===== config.mk =====
export PLATFORM = sky130hd
export DESIGN_NAME = mmio_timer_led
export DESIGN_NICKNAME = d
export VERILOG_FILES = /design/src/rtl/mmio_timer_led.sv
export SDC_FILE = /design/constraint.sdc
export NUM_CORES = 1
export LEC_CHECK = 0
export CAP_MARGIN = 10
export CORE_MARGIN = 2
export CORE_UTILIZATION = 39
export DETAILED_ROUTE_END_ITERATION = 8
export SYNTH_ARGS = -nofsm -noshare
export SYNTH_HDL_FRONTEND = slang
export SYNTH_SLANG_ARGS = --single-unit

===== constraint.sdc =====
create_clock -name clk -period 2.3 [get_ports clk]
set_input_delay 0.23 -clock clk [delete_from_list [all_inputs] [get_ports clk]]
set_output_delay 0.23 -clock clk [all_outputs]
set_load 0.005 [all_outputs]

===== src/rtl/mmio_timer_led.sv =====
// mmio_timer_led: memory-mapped LED register plus a 32-bit prescaled timer with
// compare match, auto-reload and a level interrupt.
//
// The peripheral decodes one 256-byte window. Stores are registered; loads are
// combinational, so a single-cycle core's load completes in its own cycle.
//
// Ports:
//   clk      - single clock, rising edge
//   rst      - asynchronous reset, active low
//   addr     - byte address; [31:8] select the window, [7:2] the register
//   wdata    - store data
//   be       - byte enables for stores, be[i] gates wdata[8i+7:8i]
//   we       - store strobe, sampled on the rising edge
//   re       - load strobe, qualifies rdata combinationally
//   hit      - address falls inside the window
//   rdata    - load data, zero unless re && hit
//   LED_out  - LED register contents
//   irq      - timer interrupt request (MATCH & IRQ_EN), level
//
// Register map (word offsets, addr[1:0] ignored):
//   0x00 LED, 0x04 CTRL {IRQ_EN, AUTO_RELOAD, EN}, 0x08 COUNT,
//   0x0C PRESCALE (16 bit), 0x10 COMPARE, 0x14 STATUS {MATCH} (write 1 to clear)

module mmio_timer_led #(
    parameter logic [31:0] BASE_ADDR = 32'h1000_0000,
    parameter int unsigned LED_W     = 18
) (
    input  logic             clk,
    input  logic             rst,
    input  logic [31:0]      addr,
    input  logic [31:0]      wdata,
    input  logic [3:0]       be,
    input  logic             we,
    input  logic             re,
    output logic             hit,
    output logic [31:0]      rdata,
    output logic [LED_W-1:0] LED_out,
    output logic             irq
);

    localparam logic [5:0] OffLed      = 6'h00;
    localparam logic [5:0] OffCtrl     = 6'h01;
    localparam logic [5:0] OffCount    = 6'h02;
    localparam logic [5:0] OffPrescale = 6'h03;
    localparam logic [5:0] OffCompare  = 6'h04;
    localparam logic [5:0] OffStatus   = 6'h05;

    logic [LED_W-1:0] led_q, led_d;
    logic [2:0]       ctrl_q, ctrl_d;
    logic [31:0]      count_q, count_d;
    logic [15:0]      prescale_q, prescale_d;
    logic [31:0]      compare_q, compare_d;
    logic             match_q, match_d;
    logic [15:0]      pre_cnt_q, pre_cnt_d;

    logic [5:0] word;
    logic       wr_en;
    logic       wr_led, wr_ctrl, wr_count, wr_prescale, wr_compare, wr_status;
    logic       tick;
    logic       cnt_at_cmp;
    logic       match_evt;
    logic       unused_addr;

    assign unused_addr = ^addr[1:0];

    // Byte-lane merge of a store into a 32-bit register.
    function automatic logic [31:0] merge32(input logic [31:0] old_val,
                                            input logic [31:0] new_val,
                                            input logic [3:0]  lanes);
        logic [31:0] res;
        res = old_val;
        for (int i = 0; i < 4; i++) begin
            if (lanes[i]) res[8*i +: 8] = new_val[8*i +: 8];
        end
        return res;
    endfunction

    assign hit  = (addr[31:8] == BASE_ADDR[31:8]);
    assign word = addr[7:2];

    always_comb begin
        wr_en       = we && hit;
        wr_led      = wr_en && (word == OffLed);
        wr_ctrl     = wr_en && (word == OffCtrl);
        wr_count    = wr_en && (word == OffCount);
        wr_prescale = wr_en && (word == OffPrescale);
        wr_compare  = wr_en && (word == OffCompare);
        wr_status   = wr_en && (word == OffStatus);
    end

    assign tick       = ctrl_q[0] && (pre_cnt_q == prescale_q);
    assign cnt_at_cmp = (count_q == compare_q);
    // A CPU store to COUNT on a tick edge suppresses that tick's match.
    assign match_evt  = tick && cnt_at_cmp && !wr_count;

    always_comb begin
        led_d      = led_q;
        ctrl_d     = ctrl_q;
        count_d    = count_q;
        prescale_d = prescale_q;
        compare_d  = compare_q;
        match_d    = match_q;
        pre_cnt_d  = pre_cnt_q;

        if (wr_led) begin
            for (int i = 0; i < LED_W; i++) begin
                if (be[i/8]) led_d[i] = wdata[i];
            end
        end

        if (wr_ctrl && be[0]) ctrl_d = wdata[2:0];

        if (wr_prescale) begin
            for (int i = 0; i < 16; i++) begin
                if (be[i/8]) prescale_d[i] = wdata[i];
            end
        end

        if (wr_compare) compare_d = merge32(compare_q, wdata, be);

        // Prescaler idles at zero while disabled; any PRESCALE store restarts it.
        if (!ctrl_q[0] || tick || wr_prescale) begin
            pre_cnt_d = '0;
        end else begin
            pre_cnt_d = pre_cnt_q + 16'd1;
        end

        if (wr_count) begin
            count_d = merge32(count_q, wdata, be);
        end else if (tick) begin
            count_d = (cnt_at_cmp && ctrl_q[1]) ? 32'd0 : count_q + 32'd1;
        end

        // Clear first so a same-edge match wins.
        if (wr_status && be[0] && wdata[0]) match_d = 1'b0;
        if (match_evt) match_d = 1'b1;
    end

    always_ff @(posedge clk or negedge rst) begin
        if (!rst) begin
            led_q      <= '0;
            ctrl_q     <= '0;
            count_q    <= '0;
            prescale_q <= '0;
            compare_q  <= 32'hFFFF_FFFF;
            match_q    <= 1'b0;
            pre_cnt_q  <= '0;
        end else begin
            led_q      <= led_d;
            ctrl_q     <= ctrl_d;
            count_q    <= count_d;
            prescale_q <= prescale_d;
            compare_q  <= compare_d;
            match_q    <= match_d;
            pre_cnt_q  <= pre_cnt_d;
        end
    end

    always_comb begin
        rdata = '0;
        if (re && hit) begin
            case (word)
                OffLed:      rdata[LED_W-1:0] = led_q;
                OffCtrl:     rdata[2:0]       = ctrl_q;
                OffCount:    rdata            = count_q;
                OffPrescale: rdata[15:0]      = prescale_q;
                OffCompare:  rdata            = compare_q;
                OffStatus:   rdata[0]         = match_q;
                default:     rdata            = '0;
            endcase
        end
    end

    assign LED_out = led_q;
    assign irq     = match_q & ctrl_q[2];

endmodule


# After elaboration in Yosys (flattened, before gate mapping)
# Cells that the tools add are included.
[totals]
input_bits = 72
elab_cells = 82
regBits = 118
out_inout_bits = 52
[classes]
muxes = 16
n_reduce_logical = 35
n_bitwise = 1
n_eq_ne = 12
addsub = 2
[ops]
columns = ["op", "count"]
rows = [
  ["32-bit two-way mux", 4],
  ["13-bit case mux with 4 select lines", 1],
  ["32-bit by 1-bit adder with 32-bit output, second input constant", 1],
  ["32-bit equality test", 1],
  ["8-bit two-way mux", 4],
  ["14-bit case mux with 2 select lines", 1],
  ["2-bit AND reduction", 13],
  ["24-bit by 21-bit equality test with 1-bit output, second input constant", 1],
  ["16-bit by 1-bit adder with 16-bit output, second input constant", 1],
  ["16-bit equality test", 1],
  ["16-bit two-way mux", 1],
  ["1-bit logical AND", 15],
  ["6-bit by 2-bit equality test with 1-bit output, second input constant", 2],
  ["6-bit by 3-bit equality test with 1-bit output, second input constant", 2],
  ["2-bit case mux with 5 select lines", 1],
  ["2-bit inequality test, second input constant", 4],
  ["6-bit by 1-bit equality test with 1-bit output, second input constant", 1],
  ["6-bit zero test", 1],
  ["1-bit case mux with 6 select lines", 1],
  ["2-bit case mux with 3 select lines", 1],
  ["2-bit nonzero test", 2],
  ["1-bit zero test", 2],
  ["1-bit logical OR", 2],
  ["1-bit two-way mux", 2],
  ["1-bit AND", 1],
]

# Longest topological paths before layout
# Gate-level depths: netlist of the first run.
[depth]
ltp_word = 7
mapped_depth = 9
mapped_depth_nobuf = 7

# Least setup slack after synthesis of the first run
# Ideal clock, no wire load.
[synth_path]
path_kind = "reg2reg"
from = "register count_q[1]"
to = "register count_q[30]"
required_time_ps = 2218
setup_time_ps = 82
path_stages_with_launch = 8
slack_ps = 147
arrival_time_ps = 2070
path_buffers = 0
cell_sequence = "dfrtp_1 ha_1 nand4_1 or4_4 or3_1 nor3_1 a32oi_1 o22ai_1"
[synth_via]
elab_chain_cells = 5
[synth_rtl]
columns = ["item", "line", "rtl"]
rows = [
  ["from (decl)", "50", "logic [31:0] count_q, count_d;"],
  ["from (signal assigned)", "151", "count_q <= count_d;"],
  ["branches (longest 2 deep; another with 32-bit by 1-bit adder with 32-bit output)", "n/a", ""],
  ["32-bit two-way mux *", "131", "count_d = (cnt_at_cmp && ctrl_q[1]) ? 32'd0 : count_q + 32'd1;"],
  ["32-bit two-way mux *", "130", "end else if (tick) begin"],
  ["32-bit two-way mux *", "128", "if (wr_count) begin"],
]
# Every way passes the cells marked *. The select of a mux whose other input is x is not followed.
# A chain may end at the register's enable or synchronous reset.

# Worst setup path in the final report of the first run
[layout_path]
from = "input addr[3]"
to = "output rdata[22]"
[layout_via]
elab_chain_cells = 3
[layout_rtl]
columns = ["item", "line", "rtl"]
rows = [
  ["from (decl)", "30", "input logic [31:0] addr,"],
  ["6-bit by 3-bit equality test with 1-bit output or 6-bit by 2-bit equality test with 1-bit output (tied branches)", "162", "case (word)"],
  ["14-bit case mux with 2 select lines *", "162", ""],
  ["32-bit two-way mux *", "161", "if (re && hit) begin"],
  ["to (decl)", "36", "output logic [31:0] rdata,"],
]
# Every way passes the cells marked *; elsewhere a longest branch is shown, timed or not.

==> metrics.txt, run 1 <==
status finished, final reports clean; Seq/Total Area, Yosys 0.4230; CTS tree built; library cells used by synthesis 60; Post-Syn Area per Cell 9.882 um2; Synth Area in XOR/XNOR 0.07675; Main synth FF type dfrtp_1; Post-Synth Adder-Cell Area 0.003537; initial antenna violation count 0; worst clock skew 0.008922 ns; async set-reset flop share out of synthesis 1.000; fin crit period 2.240 ns; RR Startpoint count_q[4]; Vias 6,849; Placed Area 9363 um2; number of synthesized flops with an enable pin 0; first-pass GRT wire length 39,030 um; synth warn 0; drt drc 0; post-route ant nets 0; chip width 138.7 um; fmax 446.4 MHz; peak supply drop 549.4 uV; # setup viols final 0; synthesized area 7076 um2; Clock transition at path regs 0.05 ns; Startpoint Class primary input; reg-to-reg slack, setup 0.08 ns; most frequent cells in the layout buf_4 (110), dfrtp_1 (86), clkdlybuf4s50_1 (71); DP Wirelength 17,840 um; post-synth top area share 0.3042; Req. time, crit path 2.07 ns; # rows 49; total gr overflow 0; Worst-Skew Late Latency 0.42 ns; final WL 24,600 um; Synth area leaders dfrtp_1 (30%), dfstp_2 (12%), mux2_2 (11%), xnor2_1 (6.7%), a22oi_1 (6.4%); total track usage 0.2573; Initial Utilization 0.3952; Post-Layout Inst Area 10,550 um2; Hold Vio Cnt, Final 0; filler instances 1,479; mux contribution to synthesized area 0.1222; Post-Syn Instances 716; Num CTS Buffers 17; pins over their slew limit 0; Static Leak 4.358 nW; core area 17,900 um2; I/O Buffers 121; drt pass-1 iters 5; DR WL/cell 20.71 um; clock buffer depth 2; WS Path Type in2out; largest net degree at the start of global routing 43; Worst slew margin 0.5866; Power Density 472.3 nW/um2; Synth area leader dfrtp_1; post-synthesis compound-gate area fraction 0.1558; GP Congestion 0.9010; reg2reg end count_q[7]; Die ar. 19,240 um2; DR iter-0 viols 583; Nets 1,021; Register Area 2993 um2; syn nets 790; clk sink count 118; multi-input logic area 4135 um2; Worst setup EP type output pin; critical path peak fanout 5; Final Cycle Share 0.9741; vias per cell 5.765; reg2reg path depth 8; Min-Delay Path Class in2async; setup_tns 0 ns; main combinational cell family by area after synthesis simple AND/OR/NAND/NOR gates; Simple-Gate Fraction of Synth Area 0.1724; Max Cap Viol 0; die height 138.7 um; IO Count 124; Layout Cells excl Fill 1,188; antenna cells 0; placed cells 1,123; CTS root buf clkbuf_16; final setup margin 0.05965 ns; worst path arrival time 2.01 ns; commonest non-fill, non-tap cell in the layout buf_4; layout cell share with drive strength beyond 1 0.3931; Yosys reg bits 118; pre-CTS setup slack -0.5148 ns; Area Growth Syn to Fin 49.09%; Worst Max-Slew Pin Slew 0.6202 ns; vias in the first global route 7,013; Max H-tree Level 4
-- stage by stage --
step             util  total power [mW]  hold slack (ns)
6_report       0.5893             4.983           0.3735
5_1_grt        0.5893             5.135           0.4114
4_1_cts        0.5720             5.004           0.3883
3_5_place_dp   0.5230             2.374           0.2718
3_3_place_gp   0.5230             2.371           0.2575
2_1_floorplan       -             2.143         -0.06559
-- Yosys cell counts, drive strengths merged (3+ instances only) --
cell type   n
or3         5
o22ai      20
a21oi      41
a31oi       7
dfstp      32
a21boi      4
a32oi       9
nand2      30
dfrtp      86
or2         3
a22oi      60
nand3      27
nand4      29
inv        26
nor4       11
and2        9
xor2        8
o21ai       6
xnor2      54
nor2       58
nor3       23
and3       10
buf        29
and4        6
mux2       71
o211ai      7
clkbuf     20
-- metal layers --
metal / routed length (um) / vias to the layer above / GRT usage
met2: 12200 / 280 / 0.4250
met3: 1307 / 43 / 0.05214
met4: 651 / 0 / 0.09623
met1: 10440 / 3393 / 0.3361
li1: - / 3133 / -
met5: 0 / - / 0
-- worst max-delay path, stage by stage --
cell	delay, ns
clkdlybuf4s50_1	0.49
inv_1	0.10
buf_4	0.15
nor3_4	0.23
buf_12	0.16
buf_12	0.11
buf_16	0.10
buf_6	0.10
a22oi_1	0.09
nor2_4	0.12
buf_2	0.11
-- flip-flops by register name, indices dropped and copies added (netlist names) --
name        cells
count_q        32
compare_q      32
prescale_q     16
match_q         1
LED_out        18
pre_cnt_q      16
ctrl_q          3
-- cell families (layout without fill, tap and decap cells) --
logic type,count (synthesis),after routing
DFF,118,118
AOI/OAI and AO/OA,162,162
and+or+nand+nor,222,222
buffers and inverters,75,318
muxes,75,75
adders and majority gates,2,2
xor gates and xnor gates,62,62
-- where the power goes --
group          total, mW  switching (mW)  internal, mW
clock network       2.62            1.02          1.59
logic              0.285           0.139         0.146
registers           2.08      0.00000383          2.08
-- area by class of cell --
type	count	area share
multi-input combinational	523	0.3920
clock inverter	14	0.01423
timing repair buffer	261	0.2333
inverter	26	0.009252
sequential	118	0.2837
tap	229	0.02716
clock buffer	17	0.04033
-- worst max-delay path by stage --
stage                          start       endpoint  slack [ns]  cells past startpoint
after floorplan           count_q[1]    count_q[30]        0.15                      7
after global placement       addr[5]      rdata[22]       -0.48                      8
after detailed placement     addr[5]      rdata[22]       -0.51                      8
after CTS                   addr[27]  prescale_q[2]       0.001                     11
after global routing        addr[28]    count_q[16]      -0.009                     12
final                        addr[3]      rdata[22]        0.06                     11
-- repair_timing --
action | 4_1_cts | 5_1_grt
hold buffers | 1 | 0
hold endpoints to repair | 33 | 0
buffers inserted | 23 | 9
pin swaps | 16 | 13
cloned | 3 | 0
endpoints found under the setup margin | 33 | 86
resized for setup | 180 | 56
No activity file was read; power rests on OpenSTA's default activity.
==> inputs of run 2 (changes only) <==
--- a/constraint.sdc
+++ b/constraint.sdc
@@ -3,2 +3,2 @@
 set_output_delay 0.23 -clock clk [all_outputs]
-set_load 0.005 [all_outputs]
+set_load 0.01 [all_outputs]
==> run 2 against run 1 <==
Compared with the run above:
- routed wire length up 0.20%
- critical path depth shrank 3
- first-iteration DRC count increased by 15%
- total power about the same
- clock-buffer cell count is 5 higher
- core utilization is 1.7 points lower
- design area shrank 2.9%
- combinational power fell by 5%
- hold slack lost 0.021 ns
- register-to-register slack is essentially flat
- sequential share of layout area increased by 0.86 points
- die area did not move
- critical endpoint is now rdata[3]
==> metrics.txt, run 2 (synthesized netlist as in run 1, its figures left out) <==
final WL 24,650 um (was 24,600 um); filler instances 1,538 (was 1,479); die height 138.7 um (unchanged); largest net degree at the start of global routing 43 (unchanged); DR WL/cell 20.91 um (was 20.71 um); clk sink count 118 (unchanged); Min-Delay Path Class in2async (unchanged); Max Cap Viol 0 (unchanged); Internal 3.881 mW (was 3.820 mW); # rows 49 (unchanged); multi-input logic area 3951 um2 (was 4135 um2); layout cell share with drive strength beyond 1 0.3684 (was 0.3931); Logic pwr share 0.055 (was 0.057); Sequential Power Share 0.417 (about the same); Worst setup EP type output pin (unchanged); clock buffer depth 2 (unchanged); reg-to-reg slack, setup 0.08 ns (about the same); Power Density 486.6 nW/um2 (was 472.3 nW/um2); Req. time, crit path 2.07 ns (about the same); GP Congestion 0.8874 (was 0.9010); reg2reg path depth 7 (was 8); fmax 441.1 MHz (was 446.4 MHz); worst clock skew 0.008989 ns (was 0.008922 ns); busiest grt layer met2 (unchanged); initial antenna violation count 0 (unchanged); Placed Area 9370 um2 (was 9363 um2); Worst slew margin 0.5774 (was 0.5866); vias per cell 5.817 (was 5.765); post-route ant nets 0 (unchanged); Register Area 2994 um2 (was 2993 um2); Static Leak 4.286 nW (was 4.358 nW); M1 GR Usage 0.3355 (was 0.3361); worst path arrival time 2.04 ns (was 2.01 ns); met3 Use GR 0.04351 (was 0.05214); drt pass-1 iters 5 (unchanged); first-pass GRT wire length 38,200 um (was 39,030 um); WS Path Type in2out (unchanged); # setup viols final 0 (unchanged); Initial Utilization 0.3952 (unchanged); DP Wirelength 17,620 um (was 17,840 um); reg2reg end count_q[30] (was count_q[7]); RR Startpoint count_q[12] (was count_q[4]); DR iter-0 viols 672 (was 583); critical path peak fanout 7 (was 5); status finished, final reports clean (unchanged); Worst Setup SP addr[6] (was addr[3]); pins over their slew limit 0 (unchanged); Die ar. 19,240 um2 (unchanged); sw frac 0.2212 (was 0.2333); Hold Vio Cnt, Final 0 (unchanged); CTS root buf clkbuf_16 (unchanged); total track usage 0.2518 (was 0.2573); core area 17,900 um2 (unchanged); met2 global-route usage 0.4130 (was 0.4250); Startpoint Class primary input (unchanged); Switch Pwr 1.102 mW (was 1.162 mW); worst hold slack 0.3529 ns (was 0.3735 ns); RSZ-0062 raised after global routing yes; CTS tree built (unchanged); Post-Layout Inst Area 10,240 um2 (was 10,550 um2); I/O Buffers 121 (unchanged); Worst Max-Slew Pin Slew 0.6338 ns (was 0.6202 ns); vias in the first global route 6,918 (was 7,013); Final Cycle Share 0.9856 (was 0.9741); antenna cells 0 (unchanged); most frequent cells in the layout buf_4 (107), dfrtp_1 (85), mux2_2 (71) (was buf_4 (110), dfrtp_1 (86), clkdlybuf4s50_1 (71)); commonest non-fill, non-tap cell in the layout buf_4 (unchanged); Vias 6,858 (was 6,849); Area Growth Syn to Fin 44.76% (was 49.09%); chip width 138.7 um (unchanged); Tot Pwr 4.983 mW (about the same); peak supply drop 530.7 uV (was 549.4 uV); Num CTS Buffers 17 (unchanged); Clock transition at path regs 0.06 ns (was 0.05 ns); clock group share of total power 0.528 (was 0.526); Max H-tree Level 4 (unchanged); total gr overflow 0 (unchanged); drt drc 0 (unchanged); Nets 1,012 (was 1,021); fin crit period 2.267 ns (was 2.240 ns); Worst-Skew Late Latency 0.42 ns (about the same); IO Count 124 (unchanged)
==> run 2: cell types whose count changed in the layout (fill, tap and decap cells not counted), sizes merged <==
| cell | delta |
|---|---|
| buf | -10 |
| clkbuf | +8 |
| clkdlybuf4s15 | -3 |
| clkdlybuf4s50 | -9 |
| clkinv | -1 |
| dlygate4sd2 | +11 |
| dlymetal6s2s | -1 |
| inv | -4 |
==> run 2: through the flow <==
stage	utilization	setup TNS [ns]	cells	worst slack (ns)
floorplan	-	0	716	0.1474
CTS	0.5676	-0.002010	1172	-0.002010
global placement	0.5234	-37.01	1124	-0.4596
finish	0.5721	0	1179	0.03310
global route	0.5721	-0.08064	1179	-0.01920
detailed placement	0.5234	-39.65	1124	-0.5231
==> run 2: area by class of cell <==
class | instances | share of cell area
clock buffers | 22 | 0.04630
well taps | 229 | 0.02797
inverters | 26 | 0.009528
multi-input cells | 523 | 0.3858
repair buffers | 252 | 0.2281
flip-flops and latches | 118 | 0.2923
clock inverters | 9 | 0.01002
==> run 2: worst max path at each step <==
stage	endpoint	slack (ns)	cells past startpoint
final	rdata[3]	0.03	8
after global routing	count_q[30]	-0.02	7
after CTS	rdata[12]	-0.002	9
after detailed placement	rdata[8]	-0.52	7
after global placement	rdata[18]	-0.46	8
after floorplan	count_q[30]	0.15	7
==> run 2: layer usage <==
layer  vias to the layer above  wire length (um)
met3                        54              1470
met2                       292             11920
met5                         -                 0
met1                      3413             10520
li1                       3099                 -
met4                         0               740
==> run 2: power groups by stage <==
stage,combinational [mW],clock (mW),sequential (mW)
6_report,0.272,2.63,2.08
5_1_grt,0.291,2.76,2.08
4_1_cts,0.272,2.65,2.08
3_5_place_dp,0.263,0,2.11
3_3_place_gp,0.258,0,2.11
2_1_floorplan,0.0284,0,2.12
==> run 2: repair_timing <==
action	CTS	global route
gates cloned	2	3
setup endpoints to repair	33	61
buffers inserted	14	5
pin swaps	19	11
endpoints found under the hold margin	33	0
hold buffers	1	0
resized for setup	152	45
==> run 2: worst max-delay path, cell delays in order <==
cell and delay, ns:
dlygate4sd2_1 0.25, or4_4 0.58, nor3_4 0.24, buf_12 0.17, buf_12 0.13, a22oi_1 0.08
a21oi_1 0.19, buf_2 0.17
